`config.mk`:
```
export PLATFORM = sky130hd
export DESIGN_NAME = tx_word_funcmod
export DESIGN_NICKNAME = d
export VERILOG_FILES = /design/src/rtl/tx_word_funcmod_pkg.sv /design/src/rtl/tx_word_funcmod_byte.sv /design/src/rtl/tx_word_funcmod.sv
export SDC_FILE = /design/constraint.sdc
export NUM_CORES = 1
export LEC_CHECK = 0
export BUFFER_PORTS_ARGS = -buffer_cell sky130_fd_sc_hd__buf_4
export CELL_PAD_IN_SITES_DETAIL_PLACEMENT = 1
export CELL_PAD_IN_SITES_GLOBAL_PLACEMENT = 1
export CORE_UTILIZATION = 51
export CTS_CLUSTER_DIAMETER = 150
export CTS_CLUSTER_SIZE = 28
export DETAILED_ROUTE_END_ITERATION = 6
export PLACE_DENSITY = 0.8
export SLEW_MARGIN = 5
export SYNTH_ARGS = -nofsm -noshare
export SYNTH_HDL_FRONTEND = slang
export SYNTH_SLANG_ARGS = --single-unit
```
`constraint.sdc`:
```
create_clock -name CLOCK1 -period 5.3 [get_ports CLOCK1]
set_input_delay 0 -clock CLOCK1 [delete_from_list [all_inputs] [get_ports CLOCK1]]
set_output_delay 0 -clock CLOCK1 [all_outputs]
set_load 0.02 [all_outputs]
```
`src/rtl/tx_word_funcmod_pkg.sv`:
```
// Shared constants, FSM encoding and hex helper for the SDRAM-demo word transmitter.
package tx_word_funcmod_pkg;

  localparam logic [7:0] ASCII_CR        = 8'h0D;
  localparam logic [7:0] ASCII_LF        = 8'h0A;
  localparam int         BAUD_115K2_133M = 1157;

  typedef enum logic [2:0] {
    ST_IDLE  = 3'd0,
    ST_LOAD  = 3'd1,
    ST_BIT   = 3'd2,
    ST_DONE  = 3'd3,
    ST_GUARD = 3'd4
  } t_state;

  // Uppercase ASCII for one nibble: 0-9 -> '0'..'9', A-F -> 'A'..'F'.
  function automatic logic [7:0] hex_ascii(input logic [3:0] n);
    hex_ascii = (n < 4'd10) ? (8'h30 + {4'h0, n}) : (8'h37 + {4'h0, n});
  endfunction

endpackage

```
`src/rtl/tx_word_funcmod_byte.sv`:
```
// Single-byte UART shifter: start bit, 8 data bits LSB first, STOP_BITS stop bits.
module tx_byte_funcmod
  import tx_word_funcmod_pkg::*;
#(
  parameter int BAUD_DIV  = BAUD_115K2_133M,
  parameter int STOP_BITS = 2
) (
  input  logic       CLOCK1,
  input  logic       RESET,
  input  logic       iCall,
  input  logic [7:0] iData,
  output logic       oDone,
  output logic       TXD
);

  localparam int FW = 9 + STOP_BITS;
  localparam int BW = $clog2(FW);
  localparam int CW = $clog2(BAUD_DIV);
  localparam logic [CW-1:0] CNT_LAST = CW'(BAUD_DIV - 1);
  localparam logic [BW-1:0] BIT_LAST = BW'(FW - 1);

  logic [FW-1:0] r_frame;
  logic [BW-1:0] r_bit;
  logic [CW-1:0] r_cnt;
  logic          r_active;
  logic          r_txd;

  logic [FW-1:0] w_frame;
  logic [BW-1:0] w_bit_nxt;
  logic          w_cnt_last;
  logic          w_bit_last;

  assign w_frame    = {{STOP_BITS{1'b1}}, iData, 1'b0};
  assign w_bit_nxt  = r_bit + 1'b1;
  assign w_cnt_last = (r_cnt == CNT_LAST);
  assign w_bit_last = (r_bit == BIT_LAST);

  // TXD is registered, so the frame's first bit is loaded together with the frame.
  always_ff @(posedge CLOCK1 or negedge RESET) begin
    if (!RESET) begin
      r_frame  <= '0;
      r_bit    <= '0;
      r_cnt    <= '0;
      r_active <= 1'b0;
      r_txd    <= 1'b1;
    end else if (iCall) begin
      r_frame  <= w_frame;
      r_bit    <= '0;
      r_cnt    <= '0;
      r_active <= 1'b1;
      r_txd    <= w_frame[0];
    end else if (r_active) begin
      if (w_cnt_last) begin
        r_cnt <= '0;
        if (w_bit_last) begin
          r_bit    <= '0;
          r_active <= 1'b0;
          r_txd    <= 1'b1;
        end else begin
          r_bit <= w_bit_nxt;
          r_txd <= r_frame[w_bit_nxt];
        end
      end else begin
        r_cnt <= r_cnt + 1'b1;
      end
    end
  end

  // Asserted during the final cycle of the last stop bit.
  assign oDone = r_active && w_cnt_last && w_bit_last;
  assign TXD   = r_txd;

endmodule

```
`src/rtl/tx_word_funcmod.sv`:
```
// Word transmitter: sequences 2 raw bytes or 6 hex/CRLF bytes through tx_byte_funcmod.
module tx_word_funcmod
  import tx_word_funcmod_pkg::*;
#(
  parameter int BAUD_DIV  = BAUD_115K2_133M,
  parameter int STOP_BITS = 2,
  parameter int HEX_MODE  = 0
) (
  input  logic        CLOCK1,
  input  logic        RESET,
  input  logic        iCall,
  input  logic [15:0] iData,
  output logic        oDone,
  output logic        oBusy,
  output logic        TXD
);

  localparam int         NBYTES   = (HEX_MODE != 0) ? 6 : 2;
  localparam logic [2:0] IDX_LAST = 3'(NBYTES - 1);

  if (STOP_BITS < 1 || STOP_BITS > 2 || BAUD_DIV < 2) begin : g_bad_param
    $error("tx_word_funcmod: STOP_BITS must be 1..2 and BAUD_DIV >= 2");
  end

  t_state      r_state;
  logic [15:0] r_data;
  logic [2:0]  r_byte_idx;

  logic [7:0]  w_hex [0:3];
  logic [7:0]  w_byte;
  logic        w_byte_call;
  logic        w_byte_done;

  // w_hex[3] is the most significant nibble.
  for (genvar gi = 0; gi < 4; gi++) begin : g_hex
    assign w_hex[gi] = hex_ascii(r_data[4*gi +: 4]);
  end

  always_comb begin
    w_byte = 8'h00;
    if (HEX_MODE != 0) begin
      case (r_byte_idx)
        3'd0:    w_byte = w_hex[3];
        3'd1:    w_byte = w_hex[2];
        3'd2:    w_byte = w_hex[1];
        3'd3:    w_byte = w_hex[0];
        3'd4:    w_byte = ASCII_CR;
        default: w_byte = ASCII_LF;
      endcase
    end else begin
      w_byte = (r_byte_idx == 3'd0) ? r_data[15:8] : r_data[7:0];
    end
  end

  assign w_byte_call = (r_state == ST_LOAD);

  always_ff @(posedge CLOCK1 or negedge RESET) begin
    if (!RESET) begin
      r_state    <= ST_IDLE;
      r_data     <= '0;
      r_byte_idx <= '0;
    end else begin
      case (r_state)
        ST_IDLE: begin
          if (iCall) begin
            r_data     <= iData;
            r_byte_idx <= '0;
            r_state    <= ST_LOAD;
          end
        end
        ST_LOAD:  r_state <= ST_BIT;
        ST_BIT: begin
          if (w_byte_done) begin
            if (r_byte_idx == IDX_LAST) begin
              r_state <= ST_DONE;
            end else begin
              r_byte_idx <= r_byte_idx + 1'b1;
              r_state    <= ST_LOAD;
            end
          end
        end
        ST_DONE:  r_state <= ST_GUARD;
        ST_GUARD: r_state <= ST_IDLE;
        default:  r_state <= ST_IDLE;
      endcase
    end
  end

  tx_byte_funcmod #(
    .BAUD_DIV  (BAUD_DIV),
    .STOP_BITS (STOP_BITS)
  ) u_byte (
    .CLOCK1 (CLOCK1),
    .RESET  (RESET),
    .iCall  (w_byte_call),
    .iData  (w_byte),
    .oDone  (w_byte_done),
    .TXD    (TXD)
  );

  assign oDone = (r_state == ST_DONE);
  assign oBusy = (r_state != ST_IDLE);

endmodule
```
==> impl_metrics.env, run 1 <==
export IMPL_synthFlopType="dfrtp_1"
export IMPL_ys_seq_area_share_pct=49.3
export IMPL_fp_dieH_um=71.2
export IMPL_path_cells="nor3b_2 -> o21ai_0 -> or3_1 -> a21oi_1"
export IMPL_pwr_density_cell_nw_per_um2=476
export IMPL_placed_cell_area_sq_um=2620
export IMPL_ioPinCount=22
export IMPL_crit_path_max_incr_delay_ps=820
export IMPL_syn_num_nets=245
export IMPL_grt_pass1_wl_um=11000
export IMPL_worstMarginPinSlew_ps=1050
export IMPL_cts_root_buf="clkbuf_8"
export IMPL_drtPass1Iterations=6
export IMPL_htreeDepth=2
export IMPL_cp_max_fo=15
export IMPL_dr_first_iter_drc_count=100
export IMPL_numCtsBuffers=5
export IMPL_dieArea_sq_um=5070
export IMPL_grt_start_max_net_pins=49
export IMPL_p_leak_nw=1.32
export IMPL_num_fill_cells=454
export IMPL_drive_gt1_share_pct=21.2
export IMPL_reg2reg_depth=4
export IMPL_drv_slew=0
export IMPL_area_growth_pct=19.4
export IMPL_busiest_layer="met2"
export IMPL_design_area_sq_um=2920
export IMPL_arrival_ps=2570
export IMPL_core_sq_um=4470
export IMPL_startpoint_type="flop"
export IMPL_synth_async_reset_ratio_pct=100
export IMPL_hp_class="input port to flop"
export IMPL_io_buffers=21
export IMPL_yosysTopAreaCellShare_pct=48.2
export IMPL_hold_viol=0
export IMPL_ant_nets=0
export IMPL_ys_seq_elements=48
export IMPL_wirelength_um=6450
export IMPL_synth_most_common_cell="dfrtp_1"
export IMPL_worstPathRequired_ps=5530
export IMPL_period_share_pct=44.2
export IMPL_synth_cells=219
export IMPL_synth_edf_count=0
export IMPL_syn_area_sq_um=2440
export IMPL_synth_area_leaders="dfrtp_1, mux2_2, mux2i_1, ha_1, o21ai_0"
export IMPL_vias_per_cell=6.03
export IMPL_synth_area_leader_cell="dfrtp_1"
export IMPL_ir_drop_mv=0.266
export IMPL_die_x_um=71.2
export IMPL_maxCapViolations=0
export IMPL_max_slew_margin_pct=29.6
export IMPL_grt_usage_pct=28.8
export IMPL_initial_core_util_pct=54.6
export IMPL_met1_usage_pct=33.8
export IMPL_violations="DRC"
export IMPL_cp_slowest_cell="nor3b_2"
export IMPL_insertion_delay_ps=300
export IMPL_antennaDiodeCount=0
export IMPL_avgSynthCellArea_sq_um=11.1
export IMPL_synthTopCellsByCount="dfrtp_1, o21ai_0, mux2_2, nand2_1, nand3_1"
export IMPL_grt_use_met2_pct=53.8
export IMPL_hpwlAfterDp_um=3640
export IMPL_vias=1850
export IMPL_rows=24
export IMPL_end_kind="flop"
export IMPL_fin_setup_tns_ps=0
export IMPL_finClkSkew_ps=8.86
export IMPL_cts_clk_slew_worst_paths_ps=90
export IMPL_grt_overflow_total=0
export IMPL_layout_min_cycle_time_ps=2340
export IMPL_grt_pass1_vias=2114
export IMPL_p_total_w=0.00139
export IMPL_antenna_found_initial=0
export IMPL_clk_path_buf_depth=2
export IMPL_nNetsFinal=280
export IMPL_fmax_mhz=427
export IMPL_post_cts_buffers=0
export IMPL_clock_sinks=48
export IMPL_drc=1
export IMPL_synth_cell_types=40
export IMPL_setup_violations=0
export IMPL_holdPathStages=4
export IMPL_worstSetupPathType="flop to flop"
export IMPL_outcome="complete, but fails checks"
export IMPL_place_gp_congestion=0.833
export IMPL_wl_per_cell_um=21.0
export IMPL_use_met3_pct=4.99
export IMPL_yosys_warnings=0
export IMPL_rsz0062_at_grt="no"
export IMPL_cts_tree="yes"
## registers in the layout, indices dropped and copies added, names as in the netlist
signal	flops
u_byte.r_cnt	11
r_state	3
r_data	16
u_byte.r_bit	4
u_byte.r_active	1
u_byte.TXD	1
u_byte.r_frame	9
r_byte_idx	3
## worst max-delay path: cells and delay by family, from the launching register on
kind,cells,cell delay (ps)
flops,1,530
compound gates,2,480
simple gates,2,1240
## final timing paths
path	endpoint	slack, ps	start
worst max-delay path	u_byte.r_cnt[8]$_DFFE_PN0P_	2960	r_state[1]$_DFFE_PN0P_
worst min-delay path	r_byte_idx[2]$_DFFE_PN0P_	110	iCall
worst max register to register	u_byte.r_cnt[8]$_DFFE_PN0P_	2960	r_state[1]$_DFFE_PN0P_
worst min register to register	u_byte.r_frame[8]$_DFFE_PN0N_	500	u_byte.r_frame[8]$_DFFE_PN0N_
max in group asynchronous	r_data[11]$_DFFE_PN0P_	4630	RESET
min in group asynchronous	r_byte_idx[1]$_DFFE_PN0P_	250	RESET
## area by class of cell
class                           instances  area [sq um]  share of cell area (%)
Tap cell                               52          65.1                    2.23
Clock inverter                          1          30.0                    1.03
Sequential cell                        48          1200                    41.2
Inverter                                8          30.0                    1.03
Timing Repair Buffer                   38           328                    11.2
Clock buffer                            7          96.3                    3.30
Multi-Input combinational cell        153          1160                    39.9
## power by group
group	total (W)	internal (W)	leakage (nW)	switching [W]
clock network	0.000291	0.000167	0.0645	0.000125
registers	0.000614	0.000494	0.598	0.000120
logic	0.000483	0.000229	0.657	0.000254
## layout by cell type (no fill, tap or decap), drive strengths merged, types with 3 or more instances in the layout
cell | netlist | routed
dfrtp | 47 | 47
buf | 4 | 21
o21ai | 17 | 17
dlygate4sd3 | 0 | 17
mux2 | 16 | 16
nand2 | 16 | 16
nand3 | 11 | 11
mux2i | 10 | 10
o211ai | 9 | 9
inv | 8 | 8
nor2 | 8 | 8
xor2 | 7 | 7
ha | 7 | 7
clkbuf | 6 | 7
a21oi | 6 | 6
and2 | 4 | 4
nand2b | 4 | 4
and3b | 3 | 3
or3 | 3 | 3
or4 | 3 | 3
nor2b | 3 | 3
nand4 | 3 | 3
## cells by family after synthesis
| group | share of synthesized area [%] |
|---|---|
| mux | 12.4 |
| xor+xnor | 3.23 |
| buf+inv | 3.08 |
| fa+ha+maj | 3.59 |
| compound gates | 10.9 |
| flops | 49.3 |
| simple gates | 17.6 |
## stage by stage
stage | cells | util [%] | worst slack [ps] | hold WS (ps)
after floorplan | 219 | - | 3520 | -296
after global placement | 282 | 58.5 | 3160 | 41.1
after detailed placement | 282 | 58.5 | 3010 | 56.5
after CTS | 307 | 65.2 | 3000 | 109
after global routing | 307 | 65.2 | 2820 | 141
final | 307 | 65.2 | 2960 | 111
## metal layers
| metal | routed length, um | vias to the layer above |
|---|---|---|
| met4 | 93 | 0 |
| li1 | - | 853 |
| met5 | 0 | - |
| met3 | 137 | 12 |
| met1 | 2740 | 952 |
| met2 | 3480 | 33 |
## repair_timing
| action | 4_1_cts | 5_1_grt |
|---|---|---|
| gates resized for setup | 0 | 0 |
| hold endpoints to repair | 63 | 0 |
| hold buffers | 17 | 0 |
No activity file was read; power rests on OpenSTA's default activity.
==> inputs of run 2 (changes only) <==
--- a/config.mk
+++ b/config.mk
@@ -8,11 +8,11 @@
 export BUFFER_PORTS_ARGS = -buffer_cell sky130_fd_sc_hd__buf_4
 export CELL_PAD_IN_SITES_DETAIL_PLACEMENT = 1
 export CELL_PAD_IN_SITES_GLOBAL_PLACEMENT = 1
-export CORE_UTILIZATION = 51
+export CORE_UTILIZATION = 47
 export CTS_CLUSTER_DIAMETER = 150
 export CTS_CLUSTER_SIZE = 28
 export DETAILED_ROUTE_END_ITERATION = 6
-export PLACE_DENSITY = 0.8
+export PLACE_DENSITY = 0.75
 export SLEW_MARGIN = 5
 export SYNTH_ARGS = -nofsm -noshare
 export SYNTH_HDL_FRONTEND = slang
==> constraint.sdc (replaced) <==
create_clock -name CLOCK1 -period 2.24 [get_ports CLOCK1]
set_input_delay 0 -clock CLOCK1 [delete_from_list [all_inputs] [get_ports CLOCK1]]
set_output_delay 0 -clock CLOCK1 [all_outputs]
set_load 0.02 [all_outputs]
==> run 2 against run 1 <==
The flow now finishes without violations. Worst hold slack improved by 21 ps. Critical path depth rose by 2. Combinational power rose by 140%.
==> impl_metrics.env, run 2 (same netlist as run 1, synthesis figures left out) <==
export IMPL_arrival_ps=2170
export IMPL_antenna_found_initial=0
export IMPL_drc=0
export IMPL_crit_path_max_incr_delay_ps=480
export IMPL_fin_cells=326
export IMPL_cts_clk_slew_worst_paths_ps=90
export IMPL_hp_class="input port to flop"
export IMPL_outcome="completed"
export IMPL_post_cts_buffers=0
export IMPL_clock_sinks=48
export IMPL_antennaDiodeCount=0
export IMPL_cp_slowest_cell="dfrtp_1"
export IMPL_place_gp_congestion=0.888
export IMPL_drtPass1Iterations=4
export IMPL_end_kind="flop"
export IMPL_finClkSkew_ps=5.05
export IMPL_dp_cells=301
export IMPL_clk_path_buf_depth=2
export IMPL_insertion_delay_ps=300
export IMPL_layout_min_cycle_time_ps=1950
export IMPL_pwr_density_cell_nw_per_um2=1050
export IMPL_core_sq_um=4850
export IMPL_maxCapViolations=0
export IMPL_hpwlAfterDp_um=3720
export IMPL_fp_dieH_um=74.1
export IMPL_dieArea_sq_um=5490
export IMPL_startpoint_type="flop"
export IMPL_top_regs="r_data (16), u_byte.r_cnt (11), u_byte.r_frame (9)"
export IMPL_p_leak_nw=1.32
export IMPL_dr_first_iter_drc_count=40
export IMPL_rsz0062_at_grt="no"
export IMPL_worstSetupPathType="flop to flop"
export IMPL_wirelength_um=5380
export IMPL_max_slew_margin_pct=59.7
export IMPL_htreeDepth=2
export IMPL_fin_setup_tns_ps=0
export IMPL_grt_usage_pct=22.7
export IMPL_grt_pass1_vias=1931
export IMPL_io_buffers=21
export IMPL_ir_drop_mv=0.746
export IMPL_die_x_um=74.1
export IMPL_grt_pass1_wl_um=9190
export IMPL_largest_register="r_data"
export IMPL_cp_max_fo=9
export IMPL_setup_violations=0
export IMPL_fmax_mhz=513
export IMPL_grt_overflow_total=0
export IMPL_final_core_util_pct=60.3
export IMPL_wl_per_cell_um=16.5
export IMPL_largest_reg_flops=16
export IMPL_vias=1800
export IMPL_numCtsBuffers=5
export IMPL_worstPathRequired_ps=2470
export IMPL_worstMarginPinSlew_ps=605
export IMPL_path_cells="inv_1 -> ha_1 -> and3b_1 -> o21ai_0 -> or2_2 -> o211ai_1"
export IMPL_drv_slew=0
export IMPL_cts_hold_buffers_added=17
export IMPL_vias_per_cell=5.52
export IMPL_rows=25
export IMPL_ioPinCount=22
export IMPL_cts_root_buf="clkbuf_8"
export IMPL_period_share_pct=87.0
export IMPL_drive_gt1_share_pct=22.0
export IMPL_area_growth_pct=19.7
export IMPL_final_cell_mix="dfrtp_1, buf_4, o21ai_0, dlygate4sd3_1"
export IMPL_grt_start_max_net_pins=49
export IMPL_nNetsFinal=284
export IMPL_hold_viol=0
export IMPL_cts_resized_gates=0
export IMPL_final_common_cell="dfrtp_1"
export IMPL_ant_nets=0
export IMPL_crit_family="simple AND/OR/NAND/NOR gates"
export IMPL_p_total_w=0.00307
export IMPL_crit_buf_inv=1
export IMPL_cts_tree="yes"
export IMPL_initial_core_util_pct=50.3
[run 2: final timing paths]
| check | from | end | slack, ps | cells after the start |
|---|---|---|---|---|
| setup / recovery | u_byte.r_bit[0]$_DFFE_PN0P_ | r_byte_idx[0]$_DFFE_PN0P_ | 290 | 6 |
| hold / removal | iCall | r_byte_idx[1]$_DFFE_PN0P_ | 130 | 4 |
| setup reg to reg | u_byte.r_bit[0]$_DFFE_PN0P_ | r_byte_idx[0]$_DFFE_PN0P_ | 290 | 6 |
| hold reg to reg | u_byte.r_frame[4]$_DFFE_PN0N_ | u_byte.r_frame[4]$_DFFE_PN0N_ | 490 | 2 |
| max in group asynchronous | RESET | r_data[13]$_DFFE_PN0P_ | 1570 | 2 |
| min in group asynchronous | RESET | u_byte.r_cnt[0]$_DFFE_PN0P_ | 250 | 2 |
[run 2: area by class of cell]
class	count	area (sq um)
Timing Repair Buffer	42	358
Sequential cell	48	1200
Clock inverter	2	12.5
Fill cell	505	1930
Tap cell	67	83.8
Inverter	8	30.0
Multi-Input combinational cell	153	1160
Clock buffer	6	72.6
[run 2: per-layer routing]
layer | vias up | global-route usage, % | wire length (um)
li1 | 867 | - | -
met1 | 907 | 28.5 | 2410
met2 | 21 | 39.6 | 2790
met3 | 5 | 4.47 | 107
met4 | 0 | 6.41 | 63
met5 | - | 0 | 0
[run 2: worst min-delay path, stage by stage]
cell,delay (ps)
buf_4,80
o21ai_0,130
nand2_1,110
o211ai_1,70
[run 2: per-stage QoR]
step,worst slack [ps],hold WS [ps],cell area [sq um]
3_5_place_dp,317,54.0,2670
5_1_grt,83.9,158,2920
3_3_place_gp,363,42.4,2670
4_1_cts,295,127,2920
6_report,292,133,2920
2_1_floorplan,458,-296,2440
[run 2: power by group]
part | total (W) | internal, W | switching (W)
clock network | 0.000512 | 0.000219 | 0.000293
logic | 0.00115 | 0.000576 | 0.000575
registers | 0.00140 | 0.00117 | 0.000234
total | 0.00307 | 0.00196 | 0.00110
==> inputs of run 3 (changes only) <==
--- a/config.mk
+++ b/config.mk
@@ -5,10 +5,11 @@
 export SDC_FILE = /design/constraint.sdc
 export NUM_CORES = 1
 export LEC_CHECK = 0
+export ABC_AREA = 1
 export BUFFER_PORTS_ARGS = -buffer_cell sky130_fd_sc_hd__buf_4
 export CELL_PAD_IN_SITES_DETAIL_PLACEMENT = 1
 export CELL_PAD_IN_SITES_GLOBAL_PLACEMENT = 1
-export CORE_UTILIZATION = 47
+export CORE_UTILIZATION = 45
 export CTS_CLUSTER_DIAMETER = 150
 export CTS_CLUSTER_SIZE = 28
 export DETAILED_ROUTE_END_ITERATION = 6
==> run 3 against run 2 <==
Flip-flop and latch count stayed put. Die area is 7.5% higher. Routed wire length is 2.8% higher. Power is 16% higher. Non-clock buffer count is 3 lower. Register-to-register slack better by 130 ps. Global-route usage is 2.0 points lower. Via count is 14% higher. Sequential share of layout area is 1.3 points lower. Worst hold slack better by 65 ps. Largest power group is now combinational logic.
==> impl_metrics.env, run 3 <==
export IMPL_outcome="completed"
export IMPL_drv_slew=0
export IMPL_max_slew_margin_pct=58.6
export IMPL_vias_per_cell=5.09
export IMPL_post_cts_buffers=0
export IMPL_whs_endpoint="r_data[4]$_DFFE_PN0P_"
export IMPL_pwr_share_comb_pct=42.9
export IMPL_layout_min_cycle_time_ps=1820
export IMPL_area_growth_pct=19.7
export IMPL_grt_start_max_net_pins=49
export IMPL_synth_edf_count=0
export IMPL_hold_start="iCall"
export IMPL_numCtsBuffers=5
export IMPL_arrival_ps=2070
export IMPL_pwr_share_clk_pct=17.5
export IMPL_synth_cell_types=34
export IMPL_cts_clk_slew_worst_paths_ps=90
export IMPL_synth_async_reset_ratio_pct=100
export IMPL_syn_area_sq_um=2520
export IMPL_largest_reg_flops=16
export IMPL_io_buffers=21
export IMPL_grt_pass1_vias=2167
export IMPL_largest_register="r_data"
export IMPL_synth_area_leaders="dfrtp_1, nand2_1, nor2_1, inv_1, mux2_2"
export IMPL_synth_cells=291
export IMPL_reg2reg_depth=11
export IMPL_vias=2047
export IMPL_cts_root_buf="clkbuf_8"
export IMPL_cts_hold_buffers_added=17
export IMPL_hpwlAfterDp_um=3940
export IMPL_place_gp_congestion=0.801
export IMPL_dr_first_iter_drc_count=55
export IMPL_initial_core_util_pct=48.1
export IMPL_synth_area_leader_cell="dfrtp_1"
export IMPL_grt_pass1_wl_um=9700
export IMPL_ys_seq_elements=48
export IMPL_yosysTopAreaCellShare_pct=46.7
export IMPL_cpMostUsedCell="nand2_1"
export IMPL_htreeDepth=2
export IMPL_num_fill_cells=624
export IMPL_ys_seq_area_share_pct=47.7
export IMPL_ant_nets=0
export IMPL_swShare_pct=40.0
export IMPL_core_sq_um=5240
export IMPL_design_area_sq_um=3020
export IMPL_yosys_warnings=0
export IMPL_top_regs="r_data (16), u_byte.r_cnt (11), u_byte.r_frame (9)"
export IMPL_wl_per_cell_um=13.7
export IMPL_cp_slowest_cell="dfrtp_1"
export IMPL_clk_path_buf_depth=2
export IMPL_crit_path_max_incr_delay_ps=570
export IMPL_avgSynthCellArea_sq_um=8.66
export IMPL_maxCapViolations=0
export IMPL_fin_setup_tns_ps=0
export IMPL_cp_max_fo=12
export IMPL_rr_startpoint="u_byte.r_bit[0]$_DFFE_PN0P_"
export IMPL_grt_overflow_total=0
export IMPL_end_kind="flop"
export IMPL_holdPathStages=3
export IMPL_worstPathRequired_ps=2490
export IMPL_drtPass1Iterations=4
export IMPL_hold_viol=0
export IMPL_fp_dieH_um=76.8
export IMPL_cts_tree="yes"
export IMPL_fmax_mhz=549
export IMPL_period_share_pct=81.3
export IMPL_final_common_cell="nand2_1"
export IMPL_die_x_um=76.8
export IMPL_syn_num_nets=317
export IMPL_hp_class="input port to flop"
export IMPL_wirelength_um=5520
export IMPL_p_leak_nw=1.47
export IMPL_drive_gt1_share_pct=18.7
export IMPL_synthFlopType="dfrtp_1"
export IMPL_finClkSkew_ps=6.23
export IMPL_placed_cell_area_sq_um=2730
export IMPL_worstSetupPathType="flop to flop"
export IMPL_antennaDiodeCount=0
export IMPL_worstMarginPinSlew_ps=621
export IMPL_r2r_slack_ps=420
export IMPL_ir_drop_mv=0.525
export IMPL_switchingPower_w=0.00142
export IMPL_rows=26
export IMPL_grt_usage_pct=20.7
export IMPL_p_int_w=0.00213
export IMPL_final_cell_mix="nand2_1, dfrtp_1, nor2_1, inv_1, buf_4"
export IMPL_path_cells="inv_1 -> ha_1 -> nand2_1 -> nand2_1 -> nor2_1 -> nor2_1 -> nor2_1 -> nor2_1 -> nand2_1 -> nand2_1 -> nand2_1"
export IMPL_antenna_found_initial=0
export IMPL_dieArea_sq_um=5900
export IMPL_startpoint_type="flop"
export IMPL_rsz0062_at_grt="no"
export IMPL_drc=0
export IMPL_nNetsFinal=357
export IMPL_ioPinCount=22
export IMPL_synth_most_common_cell="nand2_1"
export IMPL_pwr_density_cell_nw_per_um2=1180
export IMPL_timing_rr_end="u_byte.TXD$_DFFE_PN1P_"
export IMPL_seq_power_share_pct=39.6
export IMPL_synthTopCellsByCount="nand2_1, dfrtp_1, nor2_1"
export IMPL_insertion_delay_ps=300
export IMPL_clock_sinks=48
export IMPL_cts_resized_gates=0
export IMPL_setup_violations=0
## run 3: changes by cell type after synthesis, moves of 5 or more
cell / change
o211ai_1: -7
nor2_1: +33
a21oi_1: +8
nand2_1: +37
mux2i_1: -10
clkbuf_1: -5
nand4_1: +6
mux2_2: -7
inv_1: +24
inv_2: +6
## run 3: cell type report
type / count / area (sq um) / area share (%)
Multi-Input combinational cell: 199 / 1140 / 37.7
Tap cell: 70 / 87.6 / 2.90
Clock buffer: 5 / 68.8 / 2.28
Timing Repair Buffer: 39 / 335 / 11.1
Sequential cell: 48 / 1200 / 39.9
Clock inverter: 3 / 42.5 / 1.41
Inverter: 38 / 143 / 4.73
## run 3: cell families after synthesis
group | share of synthesized area [%]
adders and majority gates | 3.48
muxes | 6.41
AOI/OAI and AO/OA | 8.84
DFF | 47.7
xor gates and xnor gates | 1.39
and+or+nand+nor | 25.0
buffers and inverters | 7.15
## run 3: power groups by stage
stage	clock network (W)	registers, W	logic (W)
finish	0.000623	0.00141	0.00152
detailed placement	0	0.00143	0.00151
floorplan	0	0.00134	0.00121
CTS	0.000648	0.00141	0.00155
global route	0.000675	0.00145	0.00173
global placement	0	0.00141	0.00146
## run 3: metal layers
metal / global-route usage, % / vias to the layer above / wire length (um)
met1: 25.5 / 1003 / 2600
met3: 3.57 / 5 / 93
met5: 0 / - / 0
met2: 37.1 / 18 / 2770
met4: 5.19 / 0 / 54
li1: - / 1021 / -
## run 3: how the worst max path moves through the flow
stage	from	to	slack (ps)	cells after the start
finish	u_byte.r_bit[0]$_DFFE_PN0P_	u_byte.TXD$_DFFE_PN1P_	420	11
global route	u_byte.r_bit[0]$_DFFE_PN0P_	r_byte_idx[0]$_DFFE_PN0P_	200	9
CTS	u_byte.r_bit[0]$_DFFE_PN0P_	u_byte.TXD$_DFFE_PN1P_	430	11
detailed placement	u_byte.r_bit[0]$_DFFE_PN0P_	u_byte.TXD$_DFFE_PN1P_	450	11
global placement	u_byte.r_bit[0]$_DFFE_PN0P_	r_byte_idx[0]$_DFFE_PN0P_	530	9
floorplan	u_byte.r_bit[0]$_DFFE_PN0P_	r_byte_idx[0]$_DFFE_PN0P_	850	9
## run 3: critical path, delay by kind of cell (launching register included)
| kind | cells | cell delay [ps] |
|---|---|---|
| DFF | 1 | 570 |
| adders and majority gates | 1 | 410 |
| and+or+nand+nor | 9 | 630 |
| buffers and inverters | 1 | 150 |
## run 3: through the flow
stage               util (%)  total power, W  setup slack, ps  hold WS, ps  cells
CTS                     57.6         0.00360              428          188    402
detailed placement      52.2         0.00294              446         59.0    377
global placement        52.2         0.00287              528         63.1    377
finish                  57.6         0.00355              420          197    402
global route            57.6         0.00385              195          222    402
floorplan                  -         0.00255              850         -296    291
